===== src/rtl/sort4_stream_ctrl.sv =====
// Stream sequencer around an external 4-input sorter: gathers up to 4 samples,
// presents them to the sorter, then replays the sorted group serially.
module sort4_stream_ctrl #(
  parameter int WIDTH = 8,
  parameter int CNT_W = 16
) (
  input  logic             clk,
  input  logic             rst_n,
  input  logic             mode_asc,
  input  logic             in_valid,
  output logic             in_ready,
  input  logic [WIDTH-1:0] in_data,
  input  logic             in_last,
  output logic [WIDTH-1:0] srt_a,
  output logic [WIDTH-1:0] srt_b,
  output logic [WIDTH-1:0] srt_c,
  output logic [WIDTH-1:0] srt_d,
  input  logic [WIDTH-1:0] srt_max,
  input  logic [WIDTH-1:0] srt_midh,
  input  logic [WIDTH-1:0] srt_midl,
  input  logic [WIDTH-1:0] srt_min,
  output logic             out_valid,
  input  logic             out_ready,
  output logic [WIDTH-1:0] out_data,
  output logic             out_last,
  output logic [CNT_W-1:0] grp_cnt,
  output logic             busy
);

  typedef enum logic [1:0] {
    FILL  = 2'd0,
    SORT  = 2'd1,
    DRAIN = 2'd2
  } state_t;

  state_t                    state_r, state_s;
  logic [2:0]                cnt_r, cnt_s;
  logic [2:0]                n_r, n_s;
  logic [1:0]                idx_r, idx_s;
  logic                      asc_r, asc_s;
  logic [3:0][WIDTH-1:0]     slot_r, slot_s;
  logic [3:0][WIDTH-1:0]     res_r, res_s;
  logic [CNT_W-1:0]          grp_r, grp_s;
  logic                      in_ready_r, out_valid_r, out_last_r, busy_r;
  logic [WIDTH-1:0]          out_data_r;
  logic                      in_acc_s, out_acc_s;
  logic                      out_last_s;

  assign in_acc_s  = in_valid & in_ready_r;
  assign out_acc_s = out_valid_r & out_ready;

  // Next-state, slot/result and counter update logic
  always_comb begin
    state_s = state_r;
    cnt_s   = cnt_r;
    n_s     = n_r;
    idx_s   = idx_r;
    asc_s   = asc_r;
    slot_s  = slot_r;
    res_s   = res_r;
    grp_s   = grp_r;
    case (state_r)
      FILL: begin
        if (in_acc_s) begin
          slot_s[cnt_r[1:0]] = in_data;
          cnt_s              = cnt_r + 3'd1;
          if ((cnt_r == 3'd3) || in_last) begin
            state_s = SORT;
            n_s     = cnt_r + 3'd1;
            asc_s   = mode_asc;
            // Pads sort to the tail in either direction, so they are never emitted
            for (int i = 0; i < 4; i++) begin
              if (3'(i) > cnt_r) begin
                slot_s[i] = mode_asc ? {WIDTH{1'b1}} : {WIDTH{1'b0}};
              end else begin
                slot_s[i] = slot_s[i];
              end
            end
          end else begin
            state_s = FILL;
          end
        end else begin
          state_s = FILL;
        end
      end
      SORT: begin
        res_s   = asc_r ? {srt_max, srt_midh, srt_midl, srt_min}
                        : {srt_min, srt_midl, srt_midh, srt_max};
        idx_s   = 2'd0;
        state_s = DRAIN;
      end
      DRAIN: begin
        if (out_acc_s) begin
          if ({1'b0, idx_r} == (n_r - 3'd1)) begin
            state_s = FILL;
            cnt_s   = 3'd0;
            idx_s   = 2'd0;
            grp_s   = grp_r + {{(CNT_W-1){1'b0}}, 1'b1};
          end else begin
            idx_s   = idx_r + 2'd1;
          end
        end else begin
          idx_s = idx_r;
        end
      end
      default: begin
        state_s = FILL;
        cnt_s   = 3'd0;
        idx_s   = 2'd0;
      end
    endcase
  end

  // Output values derived from the upcoming state so the ports come straight from flops
  always_comb begin
    if ((state_s == DRAIN) && ({1'b0, idx_s} == (n_s - 3'd1))) begin
      out_last_s = 1'b1;
    end else begin
      out_last_s = 1'b0;
    end
  end

  // State, datapath and registered output flops
  always_ff @(posedge clk or negedge rst_n) begin
    if (!rst_n) begin
      state_r     <= FILL;
      cnt_r       <= 3'd0;
      n_r         <= 3'd0;
      idx_r       <= 2'd0;
      asc_r       <= 1'b0;
      slot_r      <= '0;
      res_r       <= '0;
      grp_r       <= '0;
      in_ready_r  <= 1'b1;
      out_valid_r <= 1'b0;
      out_last_r  <= 1'b0;
      out_data_r  <= '0;
      busy_r      <= 1'b0;
    end else begin
      state_r     <= state_s;
      cnt_r       <= cnt_s;
      n_r         <= n_s;
      idx_r       <= idx_s;
      asc_r       <= asc_s;
      slot_r      <= slot_s;
      res_r       <= res_s;
      grp_r       <= grp_s;
      in_ready_r  <= (state_s == FILL);
      out_valid_r <= (state_s == DRAIN);
      out_last_r  <= out_last_s;
      out_data_r  <= (state_s == DRAIN) ? res_s[idx_s] : {WIDTH{1'b0}};
      busy_r      <= (state_s != FILL) || (cnt_s != 3'd0);
    end
  end

  assign in_ready  = in_ready_r;
  assign out_valid = out_valid_r;
  assign out_last  = out_last_r;
  assign out_data  = out_data_r;
  assign grp_cnt   = grp_r;
  assign busy      = busy_r;
  assign srt_a     = slot_r[0];
  assign srt_b     = slot_r[1];
  assign srt_c     = slot_r[2];
  assign srt_d     = slot_r[3];

endmodule

===== config.mk =====
export PLATFORM = sky130hd
export DESIGN_NAME = sort4_stream_ctrl
export DESIGN_NICKNAME = d
export VERILOG_FILES = /design/src/rtl/sort4_stream_ctrl.sv
export SDC_FILE = /design/constraint.sdc
export NUM_CORES = 1
export LEC_CHECK = 0
export CAP_MARGIN = 20
export CORE_AREA = 2 2 126 128
export CTS_CLUSTER_SIZE = 28
export DETAILED_ROUTE_END_ITERATION = 16
export DIE_AREA = 0 0 128 130
export SLEW_MARGIN = 20
export SYNTH_ARGS = -nofsm -noshare
export SYNTH_HDL_FRONTEND = slang
export SYNTH_SLANG_ARGS = --single-unit

===== constraint.sdc =====
create_clock -name clk -period 2.08 [get_ports clk]
set_input_delay 0.416 -clock clk [delete_from_list [all_inputs] [get_ports clk]]
set_output_delay 0.416 -clock clk [all_outputs]
set_load 0.01 [all_outputs]

Word level (Yosys, flattened, before mapping)
Cells that the tools add are included.
- input bits: 46
- register bits after elaboration: 103
- word-level logic and storage cells: 80
- $lt $le $gt $ge: 7
- add/subtract/negate cells: 5
- reduce and logical (&&, ||, !) cells: 11
- muxes and demuxes: 30
- eq/ne operators: 6
- bitwise operators: 2
- operators by type and width (operator ; count):
    two-way mux 32 bit ; 3
    two-way mux 8 bit ; 8
    bitwise mux 32 bit ; 1
    two-way mux 3 bit ; 6
    adder 16 x 1 -> 16 bit, second input constant ; 1
    binary-select mux 8 bit (select 2 bit) ; 1
    demux 8 bit (select 2 bit) ; 1
    two-way mux 2 bit ; 5
    case mux 3 bit (3 select lines) ; 1
    == test 2 x 3 -> 1 bit ; 2
    greater-than comparator 1 x 3 -> 1 bit, first input constant ; 2
    greater-than comparator 2 x 3 -> 1 bit, first input constant ; 2
    < comparator 2 x 3 -> 1 bit, second input constant ; 2
    case mux 2 bit (3 select lines) ; 1
    AND reduction 3 bit ; 2
    subtractor 3 x 1 -> 3 bit, second input constant ; 2
    == test 2 bit, second input constant ; 2
    zero test 2 bit ; 2
    case mux 2 bit (2 select lines) ; 1
    adder 3 x 1 -> 3 bit, second input constant ; 1
    == test 3 x 2 -> 1 bit, second input constant ; 1
    nonzero test 3 bit ; 1
    adder 2 x 1 -> 2 bit, second input constant ; 1
    bitwise AND 1 bit ; 2
    7 further kinds ; 10

Logic depth before layout (Yosys ltp)
- depth in word-level cells: 9
- depth in mapped cells: 8
- gate-level depth less buffers: 7

Worst setup path after synthesis
OpenSTA, ideal clock, no wires.
- path kind: reg-to-reg
- start point: register n_r[0]
- end point: register out_data_r[6] (netlist: out_data[6])
- required time: 1.959 ns
- cell stages (with the launch flop): 8
- period minus slack after synthesis: 2.271 ns
- arrival time: 2.150 ns
- buffers on the path: 0
- slack: -0.191 ns
- library setup time: 0.121 ns
- cells stage by stage: dfrtp_1 -> inv_1 -> ha_1 -> xnor2_2 -> o311ai_1 -> a21oi_2 -> mux2_2 -> a22o_2
- longest elaborated chain between the ends: 8
- elaborated cells between the ends (all ways): 12
- those cells by class: 1 x add/sub; 2 x eq/ne; 9 x mux
- ends and longest elaborated chain (what ; line ; text):
    from (decl) ; 38 ; logic [2:0] n_r, n_s;
    from (signal assigned) ; 142 ; n_r <= n_s;
    subtractor 3 x 1 -> 3 bit ; 94 ; if ({1'b0, idx_r} == (n_r - 3'd1)) begin
    == test 2 x 3 -> 1 bit ; 94 ;
    two-way mux 2 bit ; 94 ;
    two-way mux 2 bit ; 93 ; if (out_acc_s) begin
    case mux 2 bit (2 select lines) ; 62 ; case (state_r)
    named net idx_s[0] ; 39 ; logic [1:0] idx_r, idx_s;
    binary-select mux 8 bit (select 2 bit) ; 151 ; out_data_r <= (state_s == DRAIN) ? res_s[idx_s] : {WIDTH{1'b0}};
    two-way mux 8 bit (not written as such) ; 151 ;
    two-way mux 8 bit ; 151 ;
    to (signal assigned) ; 151 ;
    to (decl) ; 45 ; logic [WIDTH-1:0] out_data_r;
The timed path passes the listed nets, and every way through them passes these cells. The select of a mux whose other input is x is not followed.
A chain may end at the register's enable or synchronous reset.

Worst setup path in the final report
- start point: register n_r[0]
- end point: register busy_r (netlist: busy)
- longest elaborated chain between the ends: 7
- elaborated cells between the ends (all ways): 11
- those cells by class: 1 x add/sub; 1 x eq/ne; 6 x mux; 3 x reduce/logical
- ends and longest elaborated chain (what ; line ; text):
    subtractor 3 x 1 -> 3 bit ; 94 ;
    == test 2 x 3 -> 1 bit ; 94 ;
    two-way mux 3 bit ; 94 ;
    two-way mux 3 bit ; 93 ;
    case mux 3 bit (3 select lines) ; 62 ;
    named net cnt_s[1] ; 37 ; logic [2:0] cnt_r, cnt_s;
    nonzero test 3 bit ; 152 ; busy_r <= (state_s != FILL) || (cnt_s != 3'd0);
    logical OR 1 bit ; 152 ;
    to (signal assigned) ; 152 ;
    to (decl) ; 44 ; logic in_ready_r, out_valid_r, out_last_r, busy_r;
The timed path passes the listed nets, and every way through them passes these cells.

==> results.json <==
{
  "status": "finished, final reports clean",
  "cp.arrival_ps": 2280,
  "tightest_slew_ps": 598.1,
  "layout.nets": 691,
  "period_share": 0.9917,
  "final_cells": 835,
  "clock_tree.root_cell": "clkbuf_16",
  "criticalPathCategory": "reg2reg",
  "worst_slack_ps": 17.16,
  "start_kind": "register",
  "fin_skew_ps": 7.412,
  "clk_pin_slew_ps": 70,
  "die_w_um": 128,
  "antenna_left": 0,
  "period_needed_ps": 2063,
  "regToRegSetupSlack_ps": 20,
  "vias_per_cell": 4.970,
  "final_cell_mix": "clkdlybuf4s50_1, dfrtp_1, nand2_1, o21ai_0, buf_4",
  "place_congestion": 0.7938,
  "crit_path_cell_trace": "inv_2 -> ha_4 -> xor2_4 -> nor4_4 -> buf_4 -> o32ai_2 -> or4b_1",
  "max-cap-violations": 0,
  "reg2reg_to": "busy",
  "utilization": 0.4706,
  "crit_family": "simple AND/OR/NAND/NOR gates",
  "syn_area_per_cell_um2": 10.36,
  "synth_edf_count": 0,
  "clock_latency_ps": 340,
  "drive_gt1_frac": 0.2037,
  "hold_path.class": "in2async",
  "r2r_cells": 7,
  "synth_seq_area_share": 0.4920,
  "grtUsageTotal": 0.1641,
  "cp_slowest_cell": "or4b_1",
  "row_count": 46,
  "vias": 4150,
  "crit_fanout": 4,
  "port-buffer-count": 105,
  "netlist_instances": 506,
  "hold_ws_ps": 26.16,
  "dp_cells": 817,
  "avgRoutedWirePerCell_um": 16.04,
  "synth_area_um2": 5241,
  "nFillCells": 1432,
  "slowest_delay_ps": 490,
  "antenna_found_initial": 0,
  "gr-total-overflow": 0,
  "synth_cell_types": 53,
  "clockBufferDepth": 2,
  "cts_tree": "yes",
  "ys.flop_type": "dfrtp_1",
  "synth-seq-cells": 103,
  "finalPower_mw": 10.13,
  "critPathCaptureType": "register",
  "post-place-ws_ps": -453.5,
  "die_y_um": 130,
  "yosys_warnings": 0,
  "drc": 0,
  "first_global_vias": 4249,
  "coreArea_um2": 15420,
  "ios": 106,
  "clock_sinks": 103,
  "powerDensity_nw_per_um2": 1396,
  "dr.pass1.iters": 4,
  "final_hold_viol_count": 0,
  "drv_slew": 0,
  "synthArstFlopShare": 1.000,
  "synth_nets": 559,
  "syn_to_final_growth_pct": 38.48,
  "hpwl_um": 9867,
  "drtIter0Drc": 175,
  "irDropWorstVdd_mv": 0.6383,
  "cp_data_required_time_ps": 2300,
  "reg2reg_from": "n_r[0]",
  "htree_levels": 3,
  "cellLeakagePower_nw": 3.201,
  "initial_utilization": 0.3398,
  "insertedDiodeCount": 0,
  "rsz0062_at_grt": "yes",
  "grt_max_degree": 59,
  "setup_violations": 0,
  "final_common_cell": "clkdlybuf4s50_1",
  "max_clock_freq_mhz": 484.8,
  "cts_made_buffers": 9,
  "dieArea_um2": 16640,
  "wl_um": 13400,
  "crit_buf_inv": 2,
  "max_slew_margin": 0.5986,
  "grt_pass1_wl_um": 21590
}
==> Yosys cell counts, drive strengths merged, types with 2 or more instances <==
library cell / count / area, um^2
dfrtp: 102 / 2552
nand2: 80 / 300.3
o21ai: 64 / 320.3
a21oi: 35 / 178.9
mux2i: 34 / 340.3
mux2: 33 / 371.6
clkbuf: 18 / 67.56
inv: 13 / 48.80
xor2: 13 / 121.4
buf: 12 / 73.82
nor2: 10 / 45.04
xnor2: 10 / 95.10
nand3: 9 / 45.04
a22o: 8 / 80.08
nor3: 8 / 45.04
a221o: 7 / 70.07
ha: 7 / 87.58
and2: 6 / 37.54
nand4: 4 / 40.04
nand3b: 3 / 22.52
nor2b: 3 / 18.77
or4b: 3 / 30.03
and3: 2 / 12.51
nand2b: 2 / 12.51
nor4: 2 / 27.53
o311ai: 2 / 17.52
==> worst reg2reg max path, cell delays in order, from the launching register on <==
cell,delay [ps]
dfrtp_1,360
inv_2,60
ha_4,170
xor2_4,200
nor4_4,390
buf_4,190
o32ai_2,90
or4b_1,490
==> worst max-delay path by stage <==
stage | startpoint | to | slack (ps) | depth (start not counted)
after floorplan | n_r[0] | out_data[6] | -50 | 7
after global placement | out_ready | out_data[5] | -370 | 5
after detailed placement | out_ready | out_data[0] | -450 | 5
after CTS | n_r[0] | busy | 3 | 7
after global routing | n_r[0] | busy | -60 | 7
final | n_r[0] | busy | 20 | 7
==> area by class of cell <==
| cell class | instances | area (um^2) | area share |
|---|---|---|---|
| multi-input cells | 360 | 2592 | 0.3572 |
| flip-flops and latches | 103 | 2579 | 0.3553 |
| repair buffers | 151 | 1476 | 0.2034 |
| well taps | 192 | 240.2 | 0.03310 |
| clock buffers | 9 | 225.2 | 0.03103 |
| clock inverters | 7 | 96.34 | 0.01327 |
| inverters | 13 | 48.80 | 0.006723 |
==> per-stage QoR <==
stage                     setup TNS, ps  instance area (um^2)
after floorplan                  -304.0                  5281
after global placement            -5109                  6835
after detailed placement          -6430                  6835
after CTS                             0                  7199
after global routing             -218.3                  7258
final                                 0                  7258
==> per-layer routing <==
metal / global-route usage / share of wire / vias to the layer above
li1: - / - / 2039
met2: 0.2752 / 0.49 / 90
met5: 0 / 0 / -
met3: 0.03690 / 0.049 / 11
met1: 0.2171 / 0.45 / 2010
met4: 0.04072 / 0.011 / 0
==> flip-flops by register name, indices dropped and copies added, names as in the netlist <==
name       cells
asc_r          1
state_r        2
n_r            3
out_data       8
in_ready       1
cnt_r          3
busy           1
srt_d          8
out_last       1
srt_c          8
srt_a          8
srt_b          8
out_valid      1
grp_cnt       16
idx_r          2
res_r         32
==> power by group <==
part	total, mW	switching (mW)	internal, mW
registers	3.33	0.529	2.80
clock network	1.83	0.766	1.06
logic	4.98	2.34	2.64
total	10.1	3.63	6.49
==> kinds of logic after synthesis <==
kind of cell	Yosys count	share of synthesized area
XOR/XNOR	23	0.04130
AO/OA/AOI/OAI	124	0.1451
AND/OR/NAND/NOR	139	0.1327
buffers and inverters	43	0.03629
adder cells (fa/ha/maj)	7	0.01671
multiplexers	67	0.1358
flip-flops	103	0.4920
==> what timing repair did <==
action                     4_1_cts  5_1_grt
setup endpoints to repair       10       17
pin swaps                        3        4
resized for setup                7       15
gates cloned                     0        0
buffers inserted                 1        1
hold buffers                     0        0
Note: power is estimated with default switching activity, not from simulation.
